**src/rtl/fir_feeder_pkg.sv**
```systemverilog
// Shared types, FP16 field widths and the FP16 -> FP16i coefficient conversion.
package fir_feeder_pkg;

  typedef enum logic [1:0] {
    ST_LOAD = 2'd0,
    ST_RUN  = 2'd1,
    ST_WAIT = 2'd2
  } state_t;

  localparam int unsigned EXP_W   = 5;
  localparam int unsigned MAN_W   = 10;
  localparam int unsigned FP16_W  = 1 + EXP_W + MAN_W;
  localparam int unsigned FP16I_W = FP16_W + 1;

  // Explicit hidden bit; denormals take exponent 1 with hidden bit 0 unless flushed.
  function automatic logic [FP16I_W-1:0] fp16_to_fp16i_f(input logic [FP16_W-1:0] x,
                                                          input logic           flush);
    logic             s;
    logic [EXP_W-1:0] e;
    logic [MAN_W-1:0] m;
    logic [FP16I_W-1:0] r;
    s = x[FP16_W-1];
    e = x[FP16_W-2 -: EXP_W];
    m = x[MAN_W-1:0];
    if (e != '0)
      r = {s, e, 1'b1, m};
    else if ((m != '0) && !flush)
      r = {s, EXP_W'(1), 1'b0, m};
    else
      r = {s, {(FP16I_W-1){1'b0}}};
    return r;
  endfunction

endpackage

```
**src/rtl/fir_feeder_fp16_to_fp16i.sv**
```systemverilog
// Combinational FP16 -> FP16i coefficient converter.
// FIR_FEEDER_DENORM_FLUSH_EN: when defined, denormal coefficients flush to signed zero.
module fp16_to_fp16i
  import fir_feeder_pkg::*;
(
  input  logic [FP16_W-1:0]  i_fp16,
  output logic [FP16I_W-1:0] o_fp16i
);

`ifdef FIR_FEEDER_DENORM_FLUSH_EN
  localparam logic FLUSH = 1'b1;
`else
  localparam logic FLUSH = 1'b0;
`endif

  assign o_fp16i = fp16_to_fp16i_f(i_fp16, FLUSH);

endmodule

```
**src/rtl/fir_feeder.sv**
```systemverilog
// Host stream source for the FIR: loads NTAPS converted coefficients, then issues
// samples one at a time, each paced by the FIR valid return or a timeout.
module fir_feeder
  import fir_feeder_pkg::*;
#(
  parameter int unsigned CADDR_W = 6,
  parameter int unsigned TIMEOUT = 512
) (
  input  logic                clk1,
  input  logic                rst,
  input  logic                s_valid,
  output logic                s_ready,
  input  logic                s_coef,
  input  logic [FP16_W-1:0]   s_data,
  output logic [FP16I_W-1:0]  cin,
  output logic [CADDR_W-1:0]  caddr,
  output logic                cload,
  output logic [FP16_W-1:0]   din,
  output logic                valid_in,
  input  logic                fir_valid,
  output logic                coef_loaded,
  output logic                err_timeout,
  output logic [15:0]         n_samples
);

  localparam int unsigned TO_W = (TIMEOUT > 2) ? $clog2(TIMEOUT) : 1;
  localparam logic [CADDR_W-1:0] LAST_ADDR = '1;

  state_t              r_state,   w_state_nxt;
  logic [CADDR_W-1:0]  r_addr,    w_addr_nxt;
  logic [TO_W-1:0]     r_to_cnt,  w_to_nxt;
  logic [FP16I_W-1:0]  r_cin,     w_cin_nxt;
  logic [CADDR_W-1:0]  r_caddr,   w_caddr_nxt;
  logic                r_cload,   w_cload_nxt;
  logic [FP16_W-1:0]   r_din,     w_din_nxt;
  logic                r_vin,     w_vin_nxt;
  logic                r_loaded,  w_loaded_nxt;
  logic                r_err,     w_err_nxt;
  logic [15:0]         r_nsmp,    w_nsmp_nxt;
  logic                w_ready;
  logic [FP16I_W-1:0]  w_cin_conv;

  fp16_to_fp16i u_conv (
    .i_fp16  (s_data),
    .o_fp16i (w_cin_conv)
  );

  always_ff @(posedge clk1 or posedge rst) begin
    if (rst) begin
      r_state  <= ST_LOAD;
      r_addr   <= '0;
      r_to_cnt <= '0;
      r_cin    <= '0;
      r_caddr  <= '0;
      r_cload  <= 1'b0;
      r_din    <= '0;
      r_vin    <= 1'b0;
      r_loaded <= 1'b0;
      r_err    <= 1'b0;
      r_nsmp   <= '0;
    end else begin
      r_state  <= w_state_nxt;
      r_addr   <= w_addr_nxt;
      r_to_cnt <= w_to_nxt;
      r_cin    <= w_cin_nxt;
      r_caddr  <= w_caddr_nxt;
      r_cload  <= w_cload_nxt;
      r_din    <= w_din_nxt;
      r_vin    <= w_vin_nxt;
      r_loaded <= w_loaded_nxt;
      r_err    <= w_err_nxt;
      r_nsmp   <= w_nsmp_nxt;
    end
  end

  always_comb begin
    w_state_nxt  = r_state;
    w_addr_nxt   = r_addr;
    w_to_nxt     = r_to_cnt;
    w_cin_nxt    = r_cin;
    w_caddr_nxt  = r_caddr;
    w_cload_nxt  = 1'b0;
    w_din_nxt    = r_din;
    w_vin_nxt    = 1'b0;
    w_loaded_nxt = r_loaded;
    w_err_nxt    = r_err;
    w_nsmp_nxt   = r_nsmp;
    w_ready      = 1'b0;

    case (r_state)
      ST_LOAD: begin
        w_ready = s_coef;
        if (s_valid && s_coef) begin
          w_cin_nxt   = w_cin_conv;
          w_caddr_nxt = r_addr;
          w_cload_nxt = 1'b1;
          w_addr_nxt  = r_addr + CADDR_W'(1);
          if (r_addr == LAST_ADDR) begin
            w_loaded_nxt = 1'b1;
            w_state_nxt  = ST_RUN;
          end
        end
      end
      ST_RUN: begin
        w_ready = 1'b1;
        if (s_valid && s_coef) begin
          // Coefficient in RUN restarts a full load at address 0.
          w_cin_nxt    = w_cin_conv;
          w_caddr_nxt  = '0;
          w_cload_nxt  = 1'b1;
          w_addr_nxt   = CADDR_W'(1);
          w_loaded_nxt = 1'b0;
          w_state_nxt  = ST_LOAD;
        end else if (s_valid) begin
          w_din_nxt   = s_data;
          w_vin_nxt   = 1'b1;
          w_nsmp_nxt  = r_nsmp + 16'd1;
          w_to_nxt    = '0;
          w_state_nxt = ST_WAIT;
        end
      end
      ST_WAIT: begin
        // A response coinciding with expiry wins over the timeout.
        if (fir_valid) begin
          w_state_nxt = ST_RUN;
        end else if (r_to_cnt == TO_W'(TIMEOUT - 1)) begin
          w_err_nxt   = 1'b1;
          w_state_nxt = ST_RUN;
        end else begin
          w_to_nxt = r_to_cnt + TO_W'(1);
        end
      end
      default: w_state_nxt = ST_LOAD;
    endcase
  end

  assign s_ready     = w_ready & ~rst;
  assign cin         = r_cin;
  assign caddr       = r_caddr;
  assign cload       = r_cload;
  assign din         = r_din;
  assign valid_in    = r_vin;
  assign coef_loaded = r_loaded;
  assign err_timeout = r_err;
  assign n_samples   = r_nsmp;

endmodule

```
**config.mk**
```make
export PLATFORM = sky130hd
export DESIGN_NAME = fir_feeder
export DESIGN_NICKNAME = d
export VERILOG_FILES = /design/src/rtl/fir_feeder_pkg.sv /design/src/rtl/fir_feeder_fp16_to_fp16i.sv /design/src/rtl/fir_feeder.sv
export SDC_FILE = /design/constraint.sdc
export NUM_CORES = 1
export LEC_CHECK = 0
export CAP_MARGIN = 40
export CORE_MARGIN = 2
export CORE_UTILIZATION = 62
export CTS_BUF_LIST = sky130_fd_sc_hd__clkbuf_16
export CTS_CLUSTER_SIZE = 24
export DETAILED_ROUTE_END_ITERATION = 12
export DONT_BUFFER_PORTS = 1
export PLACE_DENSITY_LB_ADDON = 0.15
export SETUP_SLACK_MARGIN = 0.02
export SLEW_MARGIN = 5
export SYNTH_ARGS = -nofsm -noshare
export SYNTH_HDL_FRONTEND = slang
export SYNTH_SLANG_ARGS = --single-unit
export TNS_END_PERCENT = 20
```
**constraint.sdc**
```tcl
create_clock -name clk1 -period 2.7 [get_ports clk1]
set_input_delay 0.54 -clock clk1 [delete_from_list [all_inputs] [get_ports clk1]]
set_output_delay 0.54 -clock clk1 [all_outputs]
set_load 0.02 [all_outputs]
```
==> summary.md <==
| Metric | Value |
|---|---|
| Maximum number of pins on one net before global-route repair | `55` |
| Critical path origin | `r_to_cnt[0]` |
| Clock period minus worst slack | `2.18 ns` |
| Pwr Total | `3.56 mW` |
| Average cell area after synthesis | `~9.5 um^2` |
| Kind of launch point of the worst setup path | `register` |
| Cell count after synthesis | `338` |
| Critical path fanouts, max | `5` |
| Post-route ant nets | `0` |
| NumNets Final | `365` |
| Slew at the pin with the worst max-slew slack | `0.705 ns` |
| R2R Path Start | `r_to_cnt[0]` |
| Via count of the first global-routing pass | `2,302` |
| Setup WS post-layout | `0.522 ns` |
| Clock tree root driver cell | `clkbuf_16` |
| Reg2Reg Depth | `8` |
| Setup violations, final | `0` |
| DRC viols | `0` |
| TritonCTS Buffers | `9` |
| Rows | `26` |
| Min-Delay Path Class | `in2async` |
| Worst VDD drop | `between 0.6 and 0.7 mV` |
| Die boundary height | `76.0 um` |
| Antenna diode instance count | `0` |
| Commonest cells after routing, fill and taps aside | `nand2_1 (122), dfrtp_1 (76), nor2_1 (23), o21ai_0 (14), xnor2_1 (11)` |
| Achievable clock frequency | `459 MHz` |
| Warning count from the yosys run | `0` |
| Number of buffers on the longest clock path | `2` |
| Worst rel slew slack | `approximately 53%` |
| First-pass GRT wire length | `11,100 um` |
| Setup repair after global routing missed its margin | `no` |
| Vias after detailed routing | `2,299` |
| Simple-gate share of the synthesized area | `between 20% and 30%` |
| Fraction of synthesized cell area in xor and xnor cells | `5.73%` |
| Post-synth net total | `363` |
| Compound-Gate Fraction of Synth Area | `between 5 and 6%` |
| Count of unique library cells instantiated by Yosys | `33` |
| Combinational family with the most area after synthesis | `simple AND/OR/NAND/NOR gates` |
| Count of instances resized after the clock tree is built | `0` |
| X dimension of the die | `76.0 um` |
| Number of sinks driven by the clock tree | `76` |
| Total die area | `0.00577 mm^2` |
| Minimum setup slack among reg-to-reg paths | `about 0.52 ns` |
| Io pins | `81` |
| Post-synthesis share of cell area spent on full adders, half adders and majority gates | `1.56%` |
| Worst Skew | `~0.0057 ns` |
| Fin Setup TNS | `0 ns` |
| Synth Register Bits | `76` |
| Leakage dissipation | `1.79 nW` |
| Global placer's final weighted congestion | `0.859` |
| Core Footprint | `0.00504 mm^2` |
| Required arrival time at the worst endpoint | `2.91 ns` |
| Post-cts hold buffer count | `0` |
| Hold Fails Final Rpt | `0` |
| GR Overflow Total | `0` |
| Final period util | `80.7%` |
| Share of post-route cells with drive strength above 1 | `a little under 6%` |
| Worst flop-to-flop path endpoint | `r_to_cnt[5]` |
| TritonCTS clock tree | `done` |
| Setup crit end kind | `register` |
| Number of iterations in the first detailed-routing pass | `4` |
| Routed wire length | `6430 um` |
| Status | `complete, no violations` |
| Relative area change from synthesis to final layout | `10.6%` |
| Number of setup buffers added after CTS | `0` |
| Pwr/cell area | `1000 mW/mm^2` |
| Antenna violations before repair | `0` |
| Kind of critical path | `reg2reg` |
| Number of DRC markers after the initial detailed-route iteration | `217` |
| Most common cell after layout, fill and taps aside | `nand2_1` |
| Worst slack, placed | `0.512 ns` |
| Overall track demand over capacity in global routing | `between 20% and 30%` |
| H-tree levels | `3` |
| Reg clk slew, reported paths | `0.05 ns` |
| Count of max-cap constraint violations | `0` |
| Detailed-route vias per instance | `5.54` |
| Arrival time of the worst setup path | `2.38 ns` |
| Post-detailed-route wirelength per cell | `around 15 um` |
| Cell area after technology mapping | `0.00321 mm^2` |
| Share of cell area taken by muxes after synthesis | `0.624%` |
| Initial standard-cell utilization of the core | `63.7%` |
| Final slew viol count | `0` |
| Clock latency reported for the late side of the worst-skew pair | `0.33 ns` |
| Count of port buffers added during placement | `0` |
| Proportion of synthesized chip area in sequential cells | `between 50% and 60%` |
| Half-perimeter wire length after detailed placement | `4350 um` |
-- area by class of cell --
| cell class | instances | area, um^2 |
|---|---|---|
| flip-flops and latches | 76 | 1900 |
| fillers | 385 | 1490 |
| multi-input cells | 244 | 1240 |
| clock buffers | 9 | 225 |
| well taps | 70 | 87.6 |
| repair buffers | 4 | 42.5 |
| clock inverters | 7 | 35.0 |
| inverters | 5 | 18.8 |
-- flip-flops by register name (all words and copies together) (netlist names) --
| signal | flops |
|---|---|
| coef_loaded | 1 |
| caddr | 6 |
| err_timeout | 1 |
| valid_in | 1 |
| r_addr | 6 |
| n_samples | 16 |
| cload | 1 |
| din | 16 |
| r_to_cnt | 9 |
| cin | 17 |
| r_state | 2 |
-- cells by family after synthesis --
kind of cell	Yosys count
simple gates	189
xor+xnor	21
buf+inv	18
fa+ha+maj	4
mux	2
flops	76
compound gates	28
-- worst max-delay path, cell delays in order, from the launching register on --
cell      delay [ns]
dfrtp_1         0.40
ha_1            0.25
nand3_1         0.09
nor2_1          0.05
ha_1            0.20
or4b_4          0.55
a211oi_1        0.29
xnor2_1         0.16
nor2_1          0.06
-- power breakdown --
group	switching (mW)	internal (mW)	total, mW
sequential	0.585	1.43	2.02
clock	0.441	0.608	1.05
combinational	0.279	0.213	0.492
total	1.30	2.25	3.56
-- worst max path at each step --
stage / cells past startpoint / end / slack [ns]
3_5_place_dp: 8 / r_to_cnt[5] / 0.51
4_1_cts: 8 / r_to_cnt[5] / 0.51
3_3_place_gp: 8 / r_to_cnt[7] / 0.57
5_1_grt: 8 / r_to_cnt[0] / 0.34
6_report: 8 / r_to_cnt[5] / 0.52
2_1_floorplan: 1 / caddr[0] / 0.22
-- metal layers --
metal / share of wire, % / vias to the layer above / track usage, %
met1: 42 / 1092 / 31.2
met3: 7.2 / 16 / 8.10
met2: 48 / 85 / 37.9
met4: 2.2 / 0 / 11.6
met5: 0 / - / 0
li1: - / 1106 / -
-- synth_stat cells --
cell,n,area share (%)
nand2_1,122,14
dfrtp_1,76,59
nor2_1,23,2.7
o21ai_0,14,2.2
xnor2_1,11,3.0
nand3_1,10,1.6
xor2_1,10,2.7
nand2b_1,8,1.6
clkbuf_1,7,0.82
a21oi_1,6,0.94
nand4_1,6,1.2
nor3_1,6,0.94
inv_1,5,0.58
buf_1,4,0.47
ha_1,4,1.6
and3_1,3,0.58
a211oi_1,2,0.47
a31oi_1,2,0.39
and4_1,2,0.55
buf_2,2,0.31
mux2i_1,2,0.62
nor4_1,2,0.39
a21o_1,1,0.23
a31o_2,1,0.27
nand3b_1,1,0.23
nand4bb_1,1,0.35
nor2b_1,1,0.19
nor3b_1,1,0.23
nor4b_1,1,0.27
o32ai_1,1,0.27
o41ai_1,1,0.27
or4_1,1,0.23
or4b_4,1,0.43
-- per-stage QoR --
| step | cells | util (%) | hold WS [ns] | cell area, um^2 |
|---|---|---|---|---|
| global route | 415 | 70.4 | 0.144 | 3550 |
| finish | 415 | 70.4 | 0.114 | 3550 |
| CTS | 415 | 70.4 | 0.126 | 3550 |
| detailed placement | 399 | 65.2 | 0.480 | 3290 |
| floorplan | 338 | - | 0.456 | 3210 |
| global placement | 399 | 65.2 | 0.477 | 3290 |
(Power assumes the default switching activity.)
